===== src/rtl/thermo_setpoint_ctrl_pkg.sv =====
// Shared types, widths and saturating arithmetic for the thermostat setpoint controller.
package thermo_pkg;

  localparam int TEMP_W   = 8;
  localparam int DISP_MAX = 99;

  typedef enum logic {
    IDLE = 1'b0,
    EDIT = 1'b1
  } state_t;

  function automatic logic [TEMP_W-1:0] sat_inc(input logic [TEMP_W-1:0] v,
                                                input logic [TEMP_W-1:0] hi);
    return (v >= hi) ? hi : v + TEMP_W'(1);
  endfunction

  function automatic logic [TEMP_W-1:0] sat_dec(input logic [TEMP_W-1:0] v,
                                                input logic [TEMP_W-1:0] lo);
    return (v <= lo) ? lo : v - TEMP_W'(1);
  endfunction

endpackage


===== src/rtl/thermo_setpoint_ctrl_if.sv =====
// Button/sensor inputs and display/actuator outputs of the thermostat core.
interface thermo_setpoint_ctrl_if;
  import thermo_pkg::*;

  logic              btn_up;
  logic              btn_down;
  logic              btn_set;
  logic              temp_valid;
  logic [TEMP_W-1:0] temp_in;
  logic [TEMP_W-1:0] disp_current;
  logic [TEMP_W-1:0] disp_changed;
  logic              heat_on;
  logic              cool_on;
  logic              editing;
  logic              disp_blank;

  modport master (
    output btn_up, btn_down, btn_set, temp_valid, temp_in,
    input  disp_current, disp_changed, heat_on, cool_on, editing, disp_blank
  );

  modport slave (
    input  btn_up, btn_down, btn_set, temp_valid, temp_in,
    output disp_current, disp_changed, heat_on, cool_on, editing, disp_blank
  );

endinterface


===== src/rtl/thermo_timeout_timer.sv =====
// Loadable down-counter: reload starts a PERIOD-cycle count, clear stops it,
// expire pulses for one cycle while the running count sits at zero.
module thermo_timeout_timer #(
  parameter int unsigned PERIOD = 100
) (
  input  logic clk,
  input  logic rst_n,
  input  logic reload,
  input  logic clear,
  output logic expire
);

  localparam int CNT_W = (PERIOD > 1) ? $clog2(PERIOD) : 1;

  logic [CNT_W-1:0] count;
  logic             running;

  always_ff @(posedge clk or negedge rst_n) begin
    if (!rst_n) begin
      count   <= '0;
      running <= 1'b0;
    end else if (clear) begin
      count   <= '0;
      running <= 1'b0;
    end else if (reload) begin
      count   <= CNT_W'(PERIOD - 1);
      running <= 1'b1;
    end else if (running) begin
      if (count == '0) running <= 1'b0;
      else             count   <= count - CNT_W'(1);
    end
  end

  assign expire = running && (count == '0);

endmodule


===== src/rtl/thermo_setpoint_ctrl.sv =====
// Thermostat core: setpoint edit FSM with timeout, temperature sampling and
// hysteretic heat/cool requests. Optional edit blink under THERMO_BLINK_EN.
module thermo_setpoint_ctrl
  import thermo_pkg::*;
#(
  parameter int          TEMP_MIN     = 50,
  parameter int          TEMP_MAX     = 90,
  parameter int          TEMP_DEFAULT = 72,
  parameter int          HYST         = 2,
  parameter int unsigned TIMEOUT_CYC  = 500000000,
  parameter int unsigned BLINK_CYC    = 25000000
) (
  input  logic                   clk,
  input  logic                   rst_n,
  thermo_setpoint_ctrl_if.slave  io
);

  localparam logic [TEMP_W-1:0] T_MIN = TEMP_W'(TEMP_MIN);
  localparam logic [TEMP_W-1:0] T_MAX = TEMP_W'(TEMP_MAX);
  localparam logic [TEMP_W-1:0] T_DEF = TEMP_W'(TEMP_DEFAULT);

  state_t            state, state_nxt;
  logic [TEMP_W-1:0] setpoint, setpoint_nxt;
  logic [TEMP_W-1:0] pending, pending_nxt;
  logic [TEMP_W-1:0] cur_temp, cur_temp_nxt;
  logic [TEMP_W-1:0] disp_changed;
  logic              heat, cool, heat_nxt, cool_nxt;
  logic              tmr_reload, tmr_clear, tmr_expire;
  logic              up_only, down_only, press;
  logic              heat_want, cool_want;
  logic signed [TEMP_W:0] cur9, sp9, lo9, hi9;

  assign up_only   = io.btn_up & ~io.btn_down;
  assign down_only = io.btn_down & ~io.btn_up;
  assign press     = up_only | down_only;

  thermo_timeout_timer #(.PERIOD(TIMEOUT_CYC)) u_timeout (
    .clk    (clk),
    .rst_n  (rst_n),
    .reload (tmr_reload),
    .clear  (tmr_clear),
    .expire (tmr_expire)
  );

  always_comb begin
    state_nxt    = state;
    setpoint_nxt = setpoint;
    pending_nxt  = pending;
    tmr_reload   = 1'b0;
    tmr_clear    = 1'b0;
    case (state)
      IDLE: begin
        if (press) begin
          state_nxt   = EDIT;
          pending_nxt = up_only ? sat_inc(setpoint, T_MAX) : sat_dec(setpoint, T_MIN);
          tmr_reload  = 1'b1;
        end
      end
      EDIT: begin
        // Commit outranks both a concurrent press and a concurrent timeout.
        if (io.btn_set) begin
          setpoint_nxt = pending;
          state_nxt    = IDLE;
          tmr_clear    = 1'b1;
        end else if (press) begin
          pending_nxt = up_only ? sat_inc(pending, T_MAX) : sat_dec(pending, T_MIN);
          tmr_reload  = 1'b1;
        end else if (tmr_expire) begin
          pending_nxt = setpoint;
          state_nxt   = IDLE;
          tmr_clear   = 1'b1;
        end
      end
      default: state_nxt = IDLE;
    endcase
  end

  always_comb begin
    cur_temp_nxt = cur_temp;
    if (io.temp_valid)
      cur_temp_nxt = (io.temp_in > TEMP_W'(DISP_MAX)) ? TEMP_W'(DISP_MAX) : io.temp_in;
  end

  // Widened signed compare keeps setpoint-HYST meaningful for tiny setpoints.
  assign cur9 = $signed({1'b0, cur_temp});
  assign sp9  = $signed({1'b0, setpoint});
  assign lo9  = sp9 - $signed((TEMP_W+1)'(HYST));
  assign hi9  = sp9 + $signed((TEMP_W+1)'(HYST));

  assign heat_want = heat ? (cur9 < sp9) : (cur9 < lo9);
  assign cool_want = cool ? (cur9 > sp9) : (cur9 > hi9);
  assign heat_nxt  = heat_want & ~cool_want;
  assign cool_nxt  = cool_want & ~heat_want;

  always_ff @(posedge clk or negedge rst_n) begin
    if (!rst_n) begin
      state        <= IDLE;
      setpoint     <= T_DEF;
      pending      <= T_DEF;
      cur_temp     <= T_DEF;
      disp_changed <= T_DEF;
      heat         <= 1'b0;
      cool         <= 1'b0;
    end else begin
      state        <= state_nxt;
      setpoint     <= setpoint_nxt;
      pending      <= pending_nxt;
      cur_temp     <= cur_temp_nxt;
      disp_changed <= (state_nxt == EDIT) ? pending_nxt : setpoint_nxt;
      heat         <= heat_nxt;
      cool         <= cool_nxt;
    end
  end

`ifdef THERMO_BLINK_EN
  logic blink_expire, blank;

  thermo_timeout_timer #(.PERIOD(BLINK_CYC)) u_blink (
    .clk    (clk),
    .rst_n  (rst_n),
    .reload (tmr_reload | blink_expire),
    .clear  (tmr_clear),
    .expire (blink_expire)
  );

  always_ff @(posedge clk or negedge rst_n) begin
    if (!rst_n)                        blank <= 1'b0;
    else if (tmr_clear || tmr_reload)  blank <= 1'b0;
    else if (blink_expire)             blank <= ~blank;
  end

  assign io.disp_blank = blank;
`else
  assign io.disp_blank = 1'b0;
`endif

  assign io.disp_current = cur_temp;
  assign io.disp_changed = disp_changed;
  assign io.heat_on      = heat;
  assign io.cool_on      = cool;
  assign io.editing      = (state == EDIT);

endmodule


===== src/flat_wrapper.sv =====
// flat-port wrapper written by rule: the top's interface ports become plain ports
module thermo_setpoint_ctrl_flat import thermo_pkg::*;
#(
  parameter int          TEMP_MIN     = 50,
  parameter int          TEMP_MAX     = 90,
  parameter int          TEMP_DEFAULT = 72,
  parameter int          HYST         = 2,
  parameter int unsigned TIMEOUT_CYC  = 500000000,
  parameter int unsigned BLINK_CYC    = 25000000
)
  (clk, rst_n, io_btn_up, io_btn_down, io_btn_set, io_temp_valid, io_temp_in, io_disp_current, io_disp_changed, io_heat_on, io_cool_on, io_editing, io_disp_blank);
  thermo_setpoint_ctrl_if io_i ();
  input  logic clk;
  input  logic rst_n;
  input wire logic [$bits(io_i.btn_up)-1:0] io_btn_up;
  input wire logic [$bits(io_i.btn_down)-1:0] io_btn_down;
  input wire logic [$bits(io_i.btn_set)-1:0] io_btn_set;
  input wire logic [$bits(io_i.temp_valid)-1:0] io_temp_valid;
  input wire logic [$bits(io_i.temp_in)-1:0] io_temp_in;
  output wire logic [$bits(io_i.disp_current)-1:0] io_disp_current;
  output wire logic [$bits(io_i.disp_changed)-1:0] io_disp_changed;
  output wire logic [$bits(io_i.heat_on)-1:0] io_heat_on;
  output wire logic [$bits(io_i.cool_on)-1:0] io_cool_on;
  output wire logic [$bits(io_i.editing)-1:0] io_editing;
  output wire logic [$bits(io_i.disp_blank)-1:0] io_disp_blank;
  assign io_i.btn_up = io_btn_up;
  assign io_i.btn_down = io_btn_down;
  assign io_i.btn_set = io_btn_set;
  assign io_i.temp_valid = io_temp_valid;
  assign io_i.temp_in = io_temp_in;
  assign io_disp_current = io_i.disp_current;
  assign io_disp_changed = io_i.disp_changed;
  assign io_heat_on = io_i.heat_on;
  assign io_cool_on = io_i.cool_on;
  assign io_editing = io_i.editing;
  assign io_disp_blank = io_i.disp_blank;
  thermo_setpoint_ctrl #(.TEMP_MIN(TEMP_MIN), .TEMP_MAX(TEMP_MAX), .TEMP_DEFAULT(TEMP_DEFAULT), .HYST(HYST), .TIMEOUT_CYC(TIMEOUT_CYC), .BLINK_CYC(BLINK_CYC)) u_core (.clk(clk), .rst_n(rst_n), .io(io_i));
endmodule

===== config.mk =====
export PLATFORM = sky130hd
export DESIGN_NAME = thermo_setpoint_ctrl_flat
export DESIGN_NICKNAME = d
export VERILOG_FILES = /design/src/rtl/thermo_setpoint_ctrl_pkg.sv /design/src/rtl/thermo_setpoint_ctrl_if.sv /design/src/rtl/thermo_timeout_timer.sv /design/src/rtl/thermo_setpoint_ctrl.sv /design/src/flat_wrapper.sv
export SDC_FILE = /design/constraint.sdc
export NUM_CORES = 1
export LEC_CHECK = 0
export ABC_CLOCK_PERIOD_IN_PS = 7800
export BUFFER_PORTS_ARGS = -buffer_cell sky130_fd_sc_hd__buf_2
export CAP_MARGIN = 20
export CORE_MARGIN = 3
export CORE_UTILIZATION = 60
export CTS_CLUSTER_SIZE = 16
export DETAILED_ROUTE_END_ITERATION = 16
export PLACE_DENSITY = 0.91
export SYNTH_ARGS = -nofsm -noshare
export SYNTH_HDL_FRONTEND = slang
export SYNTH_HIERARCHICAL = 1
export SYNTH_SLANG_ARGS = --single-unit

===== constraint.sdc =====
create_clock -name clk -period 7.8 [get_ports clk]
set_clock_uncertainty 0.15 [all_clocks]
set_input_delay 0 -clock clk [delete_from_list [all_inputs] [get_ports clk]]
set_output_delay 0 -clock clk [all_outputs]
set_load 0.01 [all_outputs]

# Yosys cells after proc, flatten, opt, wreduce, memory -nomap -nowiden

Index checks and enable logic that the tools add are counted.

Flip-flop bits (word level): 65
Input port bits: 14
Output and inout bits: 20
Word-level logic and storage cells: 76

Add/subtract/negate cells: 7
$lt $le $gt $ge: 9
Eq/ne operators: 1
Muxes and demuxes: 36
Bitwise logic cells: 10
Reductions and logical operators: 4

Operators by type and width:

| kind                                                               | count |
|---|---|
| two-way mux 29 bit                                                 | 4 |
| two-way mux 8 bit                                                  | 14 |
| logical NOT 29 bit                                                 | 1 |
| subtractor 29 x 1 -> 29 bit (second input constant)                | 1 |
| adder 8 x 1 -> 8 bit (second input constant)                       | 2 |
| greater-or-equal comparator 8 x 7 -> 1 bit (second input constant) | 2 |
| less-or-equal comparator 8 x 6 -> 1 bit (second input constant)    | 2 |
| case mux 8 bit (2 select lines)                                    | 1 |
| subtractor 8 x 1 -> 8 bit (second input constant)                  | 2 |
| two-way mux 1 bit                                                  | 15 |
| adder 8 x 2 -> 9 bit (second input constant)                       | 1 |
| greater-than comparator 9 bit                                      | 1 |
| less-than comparator 9 bit                                         | 1 |
| subtractor 8 x 2 -> 9 bit (second input constant)                  | 1 |
| greater-than comparator 8 x 7 -> 1 bit (second input constant)     | 1 |
| greater-than comparator 8 bit                                      | 1 |
| less-than comparator 8 bit                                         | 1 |
| NOT 1 bit                                                          | 5 |
| AND 1 bit                                                          | 4 |
| case mux 1 bit (2 select lines)                                    | 2 |
| != test 3 x 1 -> 1 bit (second input constant)                     | 1 |
| nonzero test 3 bit                                                 | 1 |
| AND reduction 2 bit                                                | 1 |
| logical AND 1 bit                                                  | 1 |
| OR 1 bit                                                           | 1 |

# Longest topological paths before layout

Gate-level depths: netlist of the first run.

Depth after elaboration: 8
Mapped depth: 14
Gate-level depth less buffers: 12

# By module

Netlist of the first run, hierarchy kept.

By module, submodules not included:

| module               | instances | cells each | area an instance (µm²) | sequential area each (µm²) |
|---|---|---|---|---|
| thermo_setpoint_ctrl | 1         | 369        | 3101.7                 | 885.8 |
| thermo_timeout_timer | 1         | 185        | 1794.2                 | 750.7 |

# Worst setup path after synthesis of the first run

Ideal clock, no wire load.

Kind: register -> register
Start: register u_core.u_timeout.count[0]
End: register u_core.u_timeout.count[14]
Setup time: 0.141 ns
Data arrival time: 2.372 ns
Data required time: 7.509 ns
Slack: 5.136 ns
Stages on the path, launching flop included: 14
Path buffers: 3
Clock period less this slack: 2.664 ns
Path through: dfrtp_1 inv_1 ha_1 nor4b_1 and4_1 nand2_1 nor2_1 buf_2 and2_1 o21ai_0 inv_1 clkbuf_1 clkbuf_1 a31oi_1

Word-level cells in the longest chain between the ends: 8
Elaborated cells between the ends (all ways): 14
Those cells by class: 1 x add/sub; 1 x eq/ne; 8 x mux; 4 x reduce/logical

Ends and longest elaborated chain:

| what                                                                                 | RTL line                   | RTL |
|---|---|---|
| start, declared                                                                      | thermo_timeout_timer.sv:15 | `logic [CNT_W-1:0] count;` |
| start signal, assigned                                                               | thermo_timeout_timer.sv:26 | `count <= CNT_W'(PERIOD - 1);` |
| start signal, assigned                                                               | thermo_timeout_timer.sv:30 | `else count <= count - CNT_W'(1);` |
| logical NOT 29 bit (*)                                                               | thermo_timeout_timer.sv:34 | `assign expire = running && (count == '0);` |
| logical AND 1 bit (*)                                                                | thermo_timeout_timer.sv:34 |  |
| via u_core.tmr_expire                                                                | thermo_setpoint_ctrl.sv:28 | `logic tmr_reload, tmr_clear, tmr_expire;` |
| two-way mux 1 bit (*)                                                                | thermo_setpoint_ctrl.sv:68 | `end else if (tmr_expire) begin` |
| two-way mux 1 bit (*)                                                                | thermo_setpoint_ctrl.sv:65 | `end else if (press) begin` |
| two-way mux 1 bit (*)                                                                | thermo_setpoint_ctrl.sv:61 | `if (io.btn_set) begin` |
| two-way mux 1 bit (*)                                                                | thermo_setpoint_ctrl.sv:51 | `case (state)` |
| via u_core.tmr_clear                                                                 | thermo_setpoint_ctrl.sv:28 |  |
| != test 3 x 1 -> 1 bit (no source line) / nonzero test 3 bit (equally long branches) | -                          |  |
| AND reduction 2 bit (no source line)                                                 | -                          |  |

The timed path passes the listed nets; every way through them passes the cells marked *. The select of a mux whose other input is x is not followed.
A chain may end at the register's enable or synchronous reset.

# Worst setup path in the final report of the first run

Start: register u_core.u_timeout.count[0]
End: register u_core.disp_changed[1], in the netlist u_core/io.disp_changed[1]

Word-level cells in the longest chain between the ends: 7
Elaborated cells between the ends (all ways): 11
Those cells by class: 9 x mux; 2 x reduce/logical

Ends and longest elaborated chain:

| what                                                                                      | RTL line                    | RTL |
|---|---|---|
| logical NOT 29 bit (*)                                                                    | thermo_timeout_timer.sv:34  |  |
| logical AND 1 bit (*)                                                                     | thermo_timeout_timer.sv:34  |  |
| via u_core.tmr_expire                                                                     | thermo_setpoint_ctrl.sv:28  |  |
| two-way mux 8 bit / two-way mux 1 bit (equally long branches)                             | thermo_setpoint_ctrl.sv:68  |  |
| two-way mux 8 bit / two-way mux 1 bit (equally long branches)                             | thermo_setpoint_ctrl.sv:65  |  |
| two-way mux 8 bit / two-way mux 1 bit (equally long branches)                             | thermo_setpoint_ctrl.sv:61  |  |
| case mux 8 bit (2 select lines) / case mux 1 bit (2 select lines) (equally long branches) | thermo_setpoint_ctrl.sv:51  |  |
| two-way mux 8 bit (*)                                                                     | thermo_setpoint_ctrl.sv:109 | `disp_changed <= (state_nxt == EDIT) ? pending_nxt : setpoint_nxt;` |
| end signal, assigned                                                                      | thermo_setpoint_ctrl.sv:109 |  |
| end, declared                                                                             | thermo_setpoint_ctrl.sv:26  | `logic [TEMP_W-1:0] disp_changed;` |

The timed path passes the listed nets; every way through them passes the cells marked *.

==> results.tsv, run 1 <==
stage	metric	value	unit
outcome	status	finished, final reports clean	
synthesis	Synth top area share	29.1	%
timing	count of final hold-check violations	0	
setup_path	CP Class	register to register	
cells_and_area	NumNets Final	636	
placement	number of port buffers	32	
cts	clock buffer count from CTS	9	
synthesis	cell taking the most area after synthesis	dfrtp_1	
power_and_ir_drop	NetSw	0.908	mW
cts	clk sink count	65	
global_routing	pin count of the biggest net entering global routing	66	
floorplanning	core footprint	7810	um2
setup_path	CP max stage cell	inv_1	
timing	f_max	0.251	GHz
power_and_ir_drop	Max VDD drop	0.151	mV
synthesis	Synth area leaders	dfrtp_1, ha_1, dfstp_2, o21ai_0, xnor2_1	
flow_run	max cap viols	0	
placement	post-DP HPWL	8.75	mm
cells_and_area	layout cell share with drive strength beyond 1	14.3	%
timing	Final min period	3990	ps
timing	RSZ-0062 raised after global routing	false	
floorplanning	die span in y	96.3	um
placement	placer's final routability congestion estimate	0.969	
power_and_ir_drop	P_leak	2.25	nW
global_routing	GR Overflow Total	0	
synthesis	post-synthesis sequential area ratio	33.4	%
cts	Max Root-Sink Buffers	2	
drt	DRT antenna net count	0	
setup_path	CP cell instances	inv_1 -> ha_1 -> nor4b_1 -> and4_1 -> nand2_1 -> nor2_1 -> and2_1 -> o21ai_0 -> inv_1 -> nor2_1 -> mux2_2	
cts	Post-CTS Repair Setup Buffers	0	
power_and_ir_drop	Pwr Density	358	nW/um2
setup_path	crit-path max cell delay	560	ps
setup_path	crit path capture type	register	
synthesis	Syn Nets	602	
synthesis	mean cell area of the mapped netlist	8.84	um2
global_routing	Total GRT Usage	31.5	%
hold_path	worst hold path type	input pin to asynchronous set/reset pin	
timing	period utilization	51.1	%
power_and_ir_drop	Logic pwr share	50.2	%
timing	Final setup viols	0	
synthesis	count leader, synth	dfrtp_1	
cts	htree depth	3	
synthesis	flops & latches, synth	65	
cts	Worst-Skew Late Latency	360	ps
floorplanning	I/O pin count	34	
synthesis	synthesized area	4900	um2
drt	drt pass-1 iters	6	
timing	Slew headroom	38.3	%
power_and_ir_drop	clock power share	15.7	%
placement	Inst Count DP	659	
drt	total DRC errors in the routed layout	0	
floorplanning	Starting Density	62.7	%
power_and_ir_drop	sw frac	46.6	%
cts	Post-CTS Resized	0	
synthesis	Post-synth EDFFs	0	
setup_path	CP startpoint kind	register	
power_and_ir_drop	internal power	1.04	mW
drt	via count	4724	
cts	hold buffer count at cts	20	
cells_and_area	non-filler cells, final	695	
setup_path	CP arrival	4070	ps
cells_and_area	Area Overhead vs Synth	11.2	%
cells_and_area	Antenna Cells	0	
synthesis	Synth Warn #	6	
global_routing	antenna violations before repair	0	
global_routing	first-pass GRT wire length	22.6	mm
timing	Slew Limit Fails	0	
synthesis	ys async rst share	100	%
floorplanning	full die area	9280	um2
setup_path	worst-path fanout max	21	
synthesis	Cells after Synth	554	
cts	clock-pin slew on the worst setup and hold paths	70	ps
synthesis	Yosys cell types	84	
cts	root buffer cell	clkbuf_8	
synthesis	commonest cells in the netlist	dfrtp_1, nor2_1, nand2_1, o21ai_0, ha_1	
power_and_ir_drop	total power	1.95	mW
setup_path	required time of the critical path	7890	ps
floorplanning	row count	32	
floorplanning	Die Width	96.3	um
drt	vias per cell	6.80	
power_and_ir_drop	Seq pwr share	34.1	%
drt	initial DRC count	414	
drt	WL per Instance	19.3	um
timing	Worst Tran Pin Value	922	ps
cts	CTS tree	yes	
drt	final wirelength	13.4	mm
timing	Setup TNS	0	ps
global_routing	vias in the first global route	4653	
synthesis	top_reg_cell synth	dfrtp_1	
-- registers in the layout (all words and copies together) (netlist names) --
name                      flops
u_core/pending                8
u_core/io.editing             1
u_core/io.heat_on             1
u_core/u_timeout/count       29
u_core/io.disp_changed        8
u_core/io.cool_on             1
u_core/setpoint               8
u_core/io.disp_current        8
u_core/u_timeout/running      1
-- power by group through the flow --
stage / registers, mW / clock network, mW / logic (mW)
after floorplan: 0.545 / 0 / 0.796
after global placement: 0.647 / 0 / 0.871
after detailed placement: 0.655 / 0 / 0.919
after CTS: 0.649 / 0.312 / 0.942
after global routing: 0.680 / 0.327 / 1.07
final: 0.664 / 0.307 / 0.979
-- cell families (layout without fill, tap and decap cells) --
group	count (synthesis)	in the layout	synth area share, %
AND/OR/NAND/NOR	187	187	21.1
flip-flops	65	65	33.4
other	1	1	0.0766
buffers and inverters	63	102	5.80
AO/OA/AOI/OAI	163	163	23.1
adder cells (fa/ha/maj)	34	34	8.69
XOR/XNOR	30	30	5.37
multiplexers	11	11	2.48
-- final timing paths --
check	from	end	slack (ps)	cells after the start
worst max-delay path	u_core/u_timeout/count[0]$_DFFE_PN0P_	u_core/io.disp_changed[1]$_DFF_PN0_	3810	11
worst min-delay path	rst_n	u_core/pending[0]$_DFF_PN0_	200	3
worst max register to register	u_core/u_timeout/count[0]$_DFFE_PN0P_	u_core/io.disp_changed[1]$_DFF_PN0_	3810	11
worst min register to register	u_core/io.heat_on$_DFF_PN0_	u_core/io.heat_on$_DFF_PN0_	450	2
max in group asynchronous	rst_n	u_core/u_timeout/count[8]$_DFFE_PN0P_	6750	3
min in group clk	io_temp_valid	u_core/io.disp_current[7]$_DFFE_PN0P_	360	3
-- per-layer routing --
metal	part of all wire [%]	routed length, um	track usage [%]
met1	39	5190	38.3
met2	48	6490	51.8
met3	9.1	1220	7.74
met4	4.0	536	15.9
met5	0	0	0
-- worst max-delay path: cells and delay by family, from the launching register on --
family,cells,cell delay [ps]
flip-flops,1,420
AO/OA/AOI/OAI,1,120
AND/OR/NAND/NOR,6,1950
buffers and inverters,2,670
multiplexers,1,370
adder cells (fa/ha/maj),1,190
-- placed cells by master, fill, tap and decap left out, types with 8 or more instances in the layout --
cell           Yosys  routed
xor2_1             9       9
nor3_1            16      16
inv_1             30      30
o211ai_1          10      10
a31oi_1           12      12
xnor2_1           21      21
nand3_1           13      13
a21oi_1           30      30
o21ai_0           38      38
clkbuf_8           0      11
or3_1             11      11
dlygate4sd3_1      0      20
dfrtp_1           57      57
nand2_1           42      42
nor2_1            43      43
buf_2             16      32
dfstp_2            8       8
ha_1              34      34
-- per-stage QoR --
step	worst slack [ps]	hold WS (ps)	utilization [%]	cell area (um2)
finish	3810	201	69.7	5450
global route	3600	302	69.7	5450
CTS	4010	236	69.7	5450
detailed placement	4010	66.4	64.4	5030
global placement	4260	63.6	64.4	5030
floorplan	5140	-446	-	4900
-- area by class of cell --
type / count / area, um2
tap: 102 / 128
clock buffer: 11 / 151
clock inverter: 5 / 62.6
inverter: 33 / 124
multi-input combinational: 426 / 2980
timing repair buffer: 53 / 368
sequential: 65 / 1640
fill: 590 / 2360
Power figures use the tool's default switching activity.
==> run 2: changes to the inputs <==
--- a/config.mk
+++ b/config.mk
@@ -5,7 +5,7 @@
 export SDC_FILE = /design/constraint.sdc
 export NUM_CORES = 1
 export LEC_CHECK = 0
-export ABC_CLOCK_PERIOD_IN_PS = 7800
+export ABC_CLOCK_PERIOD_IN_PS = 3900
 export BUFFER_PORTS_ARGS = -buffer_cell sky130_fd_sc_hd__buf_2
 export CAP_MARGIN = 20
 export CORE_MARGIN = 3
==> constraint.sdc (replaced) <==
create_clock -name clk -period 3.9 [get_ports clk]
set_clock_uncertainty 0.15 [all_clocks]
set_input_delay 0 -clock clk [delete_from_list [all_inputs] [get_ports clk]]
set_output_delay 0 -clock clk [all_outputs]
set_load 0.01 [all_outputs]
==> run 2 against run 1 <==
Combinational power up 100%. First-iteration DRC count decreased by 4.3%. Global-route usage fell by 1.4 points. Worst setup slack worse by 3200 ps. Highest routed layer unchanged. Non-clock buffer count rose by 3. Routed wire length is 0.98% lower. Final cell count increased by 0.43%. Count of clock-buffer cells in the layout fell by 2. Clock power increased by 130%. Sequential share of layout area fell by 0.27 points.
==> results.tsv, run 2 (synthesis results as in run 1) <==
stage	metric	value	unit	change
outcome	status	finished, final reports clean		unchanged
power_and_ir_drop	Seq pwr share	33.0	%	was 34.1%
placement	placer's final routability congestion estimate	0.947		was 0.969
cts	root buffer cell	clkbuf_8		unchanged
floorplanning	full die area	9280	um2	unchanged
cts	clock buffer count from CTS	9		unchanged
floorplanning	I/O pin count	34		unchanged
power_and_ir_drop	Logic pwr share	49.0	%	was 50.2%
cells_and_area	non-filler cells, final	698		was 695
cts	Worst-Skew Late Latency	360	ps	about the same
timing	Final min period	3240	ps	was 3990 ps
setup_path	CP delay by family, top	simple AND/OR/NAND/NOR gates		unchanged
cts	Post-CTS Repair Setup Buffers	0		unchanged
drt	vias per cell	6.71		was 6.80
setup_path	CP Launch Point	u_core/u_timeout/count[0]$_DFFE_PN0P_		unchanged
timing	Final setup viols	0		unchanged
drt	WL per Instance	19.1	um	was 19.3 um
floorplanning	core footprint	7810	um2	unchanged
global_routing	vias in the first global route	4498		was 4653
setup_path	worst-path fanout max	9		was 21
global_routing	first-pass GRT wire length	21.8	mm	was 22.6 mm
setup_path	CP Class	register to register		unchanged
global_routing	antenna violations before repair	0		unchanged
drt	initial DRC count	396		was 414
cells_and_area	Area Overhead vs Synth	12.2	%	was 11.2%
setup_path	crit-path max cell delay	450	ps	was 560 ps
setup_path	worst r2r dst	u_core/io.disp_changed[1]$_DFF_PN0_		unchanged
setup_path	worst path buffer plus inverter count	4		was 2
cts	clk sink count	65		unchanged
cells_and_area	largest register by flop count	u_core/u_timeout/count		unchanged
cells_and_area	layout cell share with drive strength beyond 1	14.9	%	was 14.3%
power_and_ir_drop	sw frac	45.6	%	was 46.6%
hold_path	worst hold path type	input pin to asynchronous set/reset pin		unchanged
timing	RSZ-0062 raised after global routing	false		unchanged
cells_and_area	most common cell after layout, fill and taps aside	dfrtp_1		unchanged
timing	final setup margin	662	ps	was 3810 ps
global_routing	GR Overflow Total	0		unchanged
drt	final wirelength	13.3	mm	was 13.4 mm
placement	post-DP HPWL	8.59	mm	was 8.75 mm
timing	period utilization	83.0	%	was 51.1%
cts	clock-pin slew on the worst setup and hold paths	80	ps	was 70 ps
power_and_ir_drop	NetSw	1.83	mW	was 0.908 mW
cells_and_area	most frequent cells in the layout	dfrtp_1, nor2_1, nand2_1		unchanged
cells_and_area	Design Area, Final	5490	um2	was 5450 um2
setup_path	required time of the critical path	3990	ps	was 7890 ps
timing	Setup TNS	0	ps	unchanged
global_routing	pin count of the biggest net entering global routing	44		was 66
power_and_ir_drop	clock power share	18.0	%	was 15.7%
drt	drt pass-1 iters	7		was 6
placement	number of port buffers	32		unchanged
drt	via count	4687		was 4724
setup_path	Reg2Reg Launch Point	u_core/u_timeout/count[0]$_DFFE_PN0P_		unchanged
floorplanning	Die Width	96.3	um	unchanged
floorplanning	die span in y	96.3	um	unchanged
flow_run	max cap viols	0		unchanged
setup_path	worst reg2reg path depth	13		was 11
cells_and_area	Antenna Cells	0		unchanged
timing	Worst Tran Pin Value	992	ps	was 922 ps
cts	Post-CTS Resized	0		unchanged
power_and_ir_drop	Max VDD drop	0.405	mV	was 0.151 mV
cts	htree depth	3		unchanged
placement	pre-CTS setup slack	799	ps	was 4010 ps
setup_path	R2R Setup Slk	660	ps	was 3810 ps
power_and_ir_drop	Pwr Density	729	nW/um2	was 358 nW/um2
placement	DP Area	5060	um2	was 5030 um2
cells_and_area	NumNets Final	639		was 636
setup_path	crit path capture type	register		unchanged
cts	Max Root-Sink Buffers	2		unchanged
cells_and_area	number of flip-flops in the largest register	29		unchanged
floorplanning	Starting Density	62.7	%	unchanged
setup_path	CP startpoint kind	register		unchanged
cts	CTS tree	yes		unchanged
drt	total DRC errors in the routed layout	0		unchanged
timing	f_max	0.309	GHz	was 0.251 GHz
placement	Inst Count DP	663		was 659
power_and_ir_drop	P_leak	2.28	nW	was 2.25 nW
drt	DRT antenna net count	0		unchanged
setup_path	CP cell instances	inv_1 -> ha_1 -> nor4b_1 -> and4_1 -> nand2_1 -> nor2_1 -> buf_4 -> and2_1 -> o21ai_0 -> inv_1 -> nor2_1 -> buf_4 -> mux2_2		was inv_1 -> ha_1 -> nor4b_1 -> and4_1 -> nand2_1 -> nor2_1 -> and2_1 -> o21ai_0 -> inv_1 -> nor2_1 -> mux2_2
global_routing	Total GRT Usage	30.1	%	was 31.5%
setup_path	CP max stage cell	nor2_1		was inv_1
cells_and_area	Final Util	70.4	%	was 69.7%
setup_path	CP arrival	3330	ps	was 4070 ps
timing	Slew Limit Fails	0		unchanged
timing	count of final hold-check violations	0		unchanged
floorplanning	row count	32		unchanged
timing	Slew headroom	33.9	%	was 38.3%
power_and_ir_drop	internal power	2.18	mW	was 1.04 mW
run 2: cell type report:
class / count / area [um2]
multi-input combinational: 426 / 2980
fill: 579 / 2310
sequential: 65 / 1640
timing repair buffer: 56 / 388
tap: 102 / 128
clock buffer: 9 / 124
inverter: 33 / 124
clock inverter: 7 / 119
run 2: how the worst max path moves through the flow:
stage	to	slack, ps	depth (start not counted)
5_1_grt	u_core/io.disp_changed[7]$_DFF_PN0_	500	13
3_5_place_dp	u_core/io.disp_changed[1]$_DFF_PN0_	800	13
4_1_cts	u_core/io.disp_changed[1]$_DFF_PN0_	770	13
2_1_floorplan	u_core/u_timeout/count[14]$_DFFE_PN0P_	1240	13
6_report	u_core/io.disp_changed[1]$_DFF_PN0_	660	13
3_3_place_gp	u_core/io.disp_changed[1]$_DFF_PN0_	950	13
run 2: worst register-to-register path: cells and delay by family (launching register included):
kind                       cells  cell delay (ps)
AOI/OAI and AO/OA              1              300
buffers and inverters          4              620
and+or+nand+nor                6             1150
muxes                          1              330
DFF                            1              400
adders and majority gates      1              190
run 2: stage by stage:
| stage | power [mW] | hold slack, ps |
|---|---|---|
| 6_report | 4.00 | 189 |
| 5_1_grt | 4.25 | 288 |
| 4_1_cts | 3.88 | 217 |
| 3_5_place_dp | 3.13 | 63.1 |
| 3_3_place_gp | 3.05 | 34.0 |
| 2_1_floorplan | 2.68 | -446 |
run 2: timing repair:
item                                   4_1_cts  5_1_grt
setup endpoints to repair                    0        0
endpoints found under the hold margin       45        0
hold buffers                                19        0
run 2: metal layers:
metal  vias up  global-route usage (%)  part of all wire [%]
li1       2122                       -                     -
met1      2213                    38.3                    40
met2       294                    48.1                    48
met3        58                    5.63                   8.3
met4         0                    16.5                   4.2
met5         -                       0                     0
run 2: power by group through the flow:
stage	Combinational, mW	Sequential [mW]	Clock, mW
6_report	1.96	1.32	0.721
5_1_grt	2.13	1.36	0.757
4_1_cts	1.86	1.30	0.723
3_5_place_dp	1.82	1.31	0
3_3_place_gp	1.75	1.30	0
2_1_floorplan	1.59	1.09	0
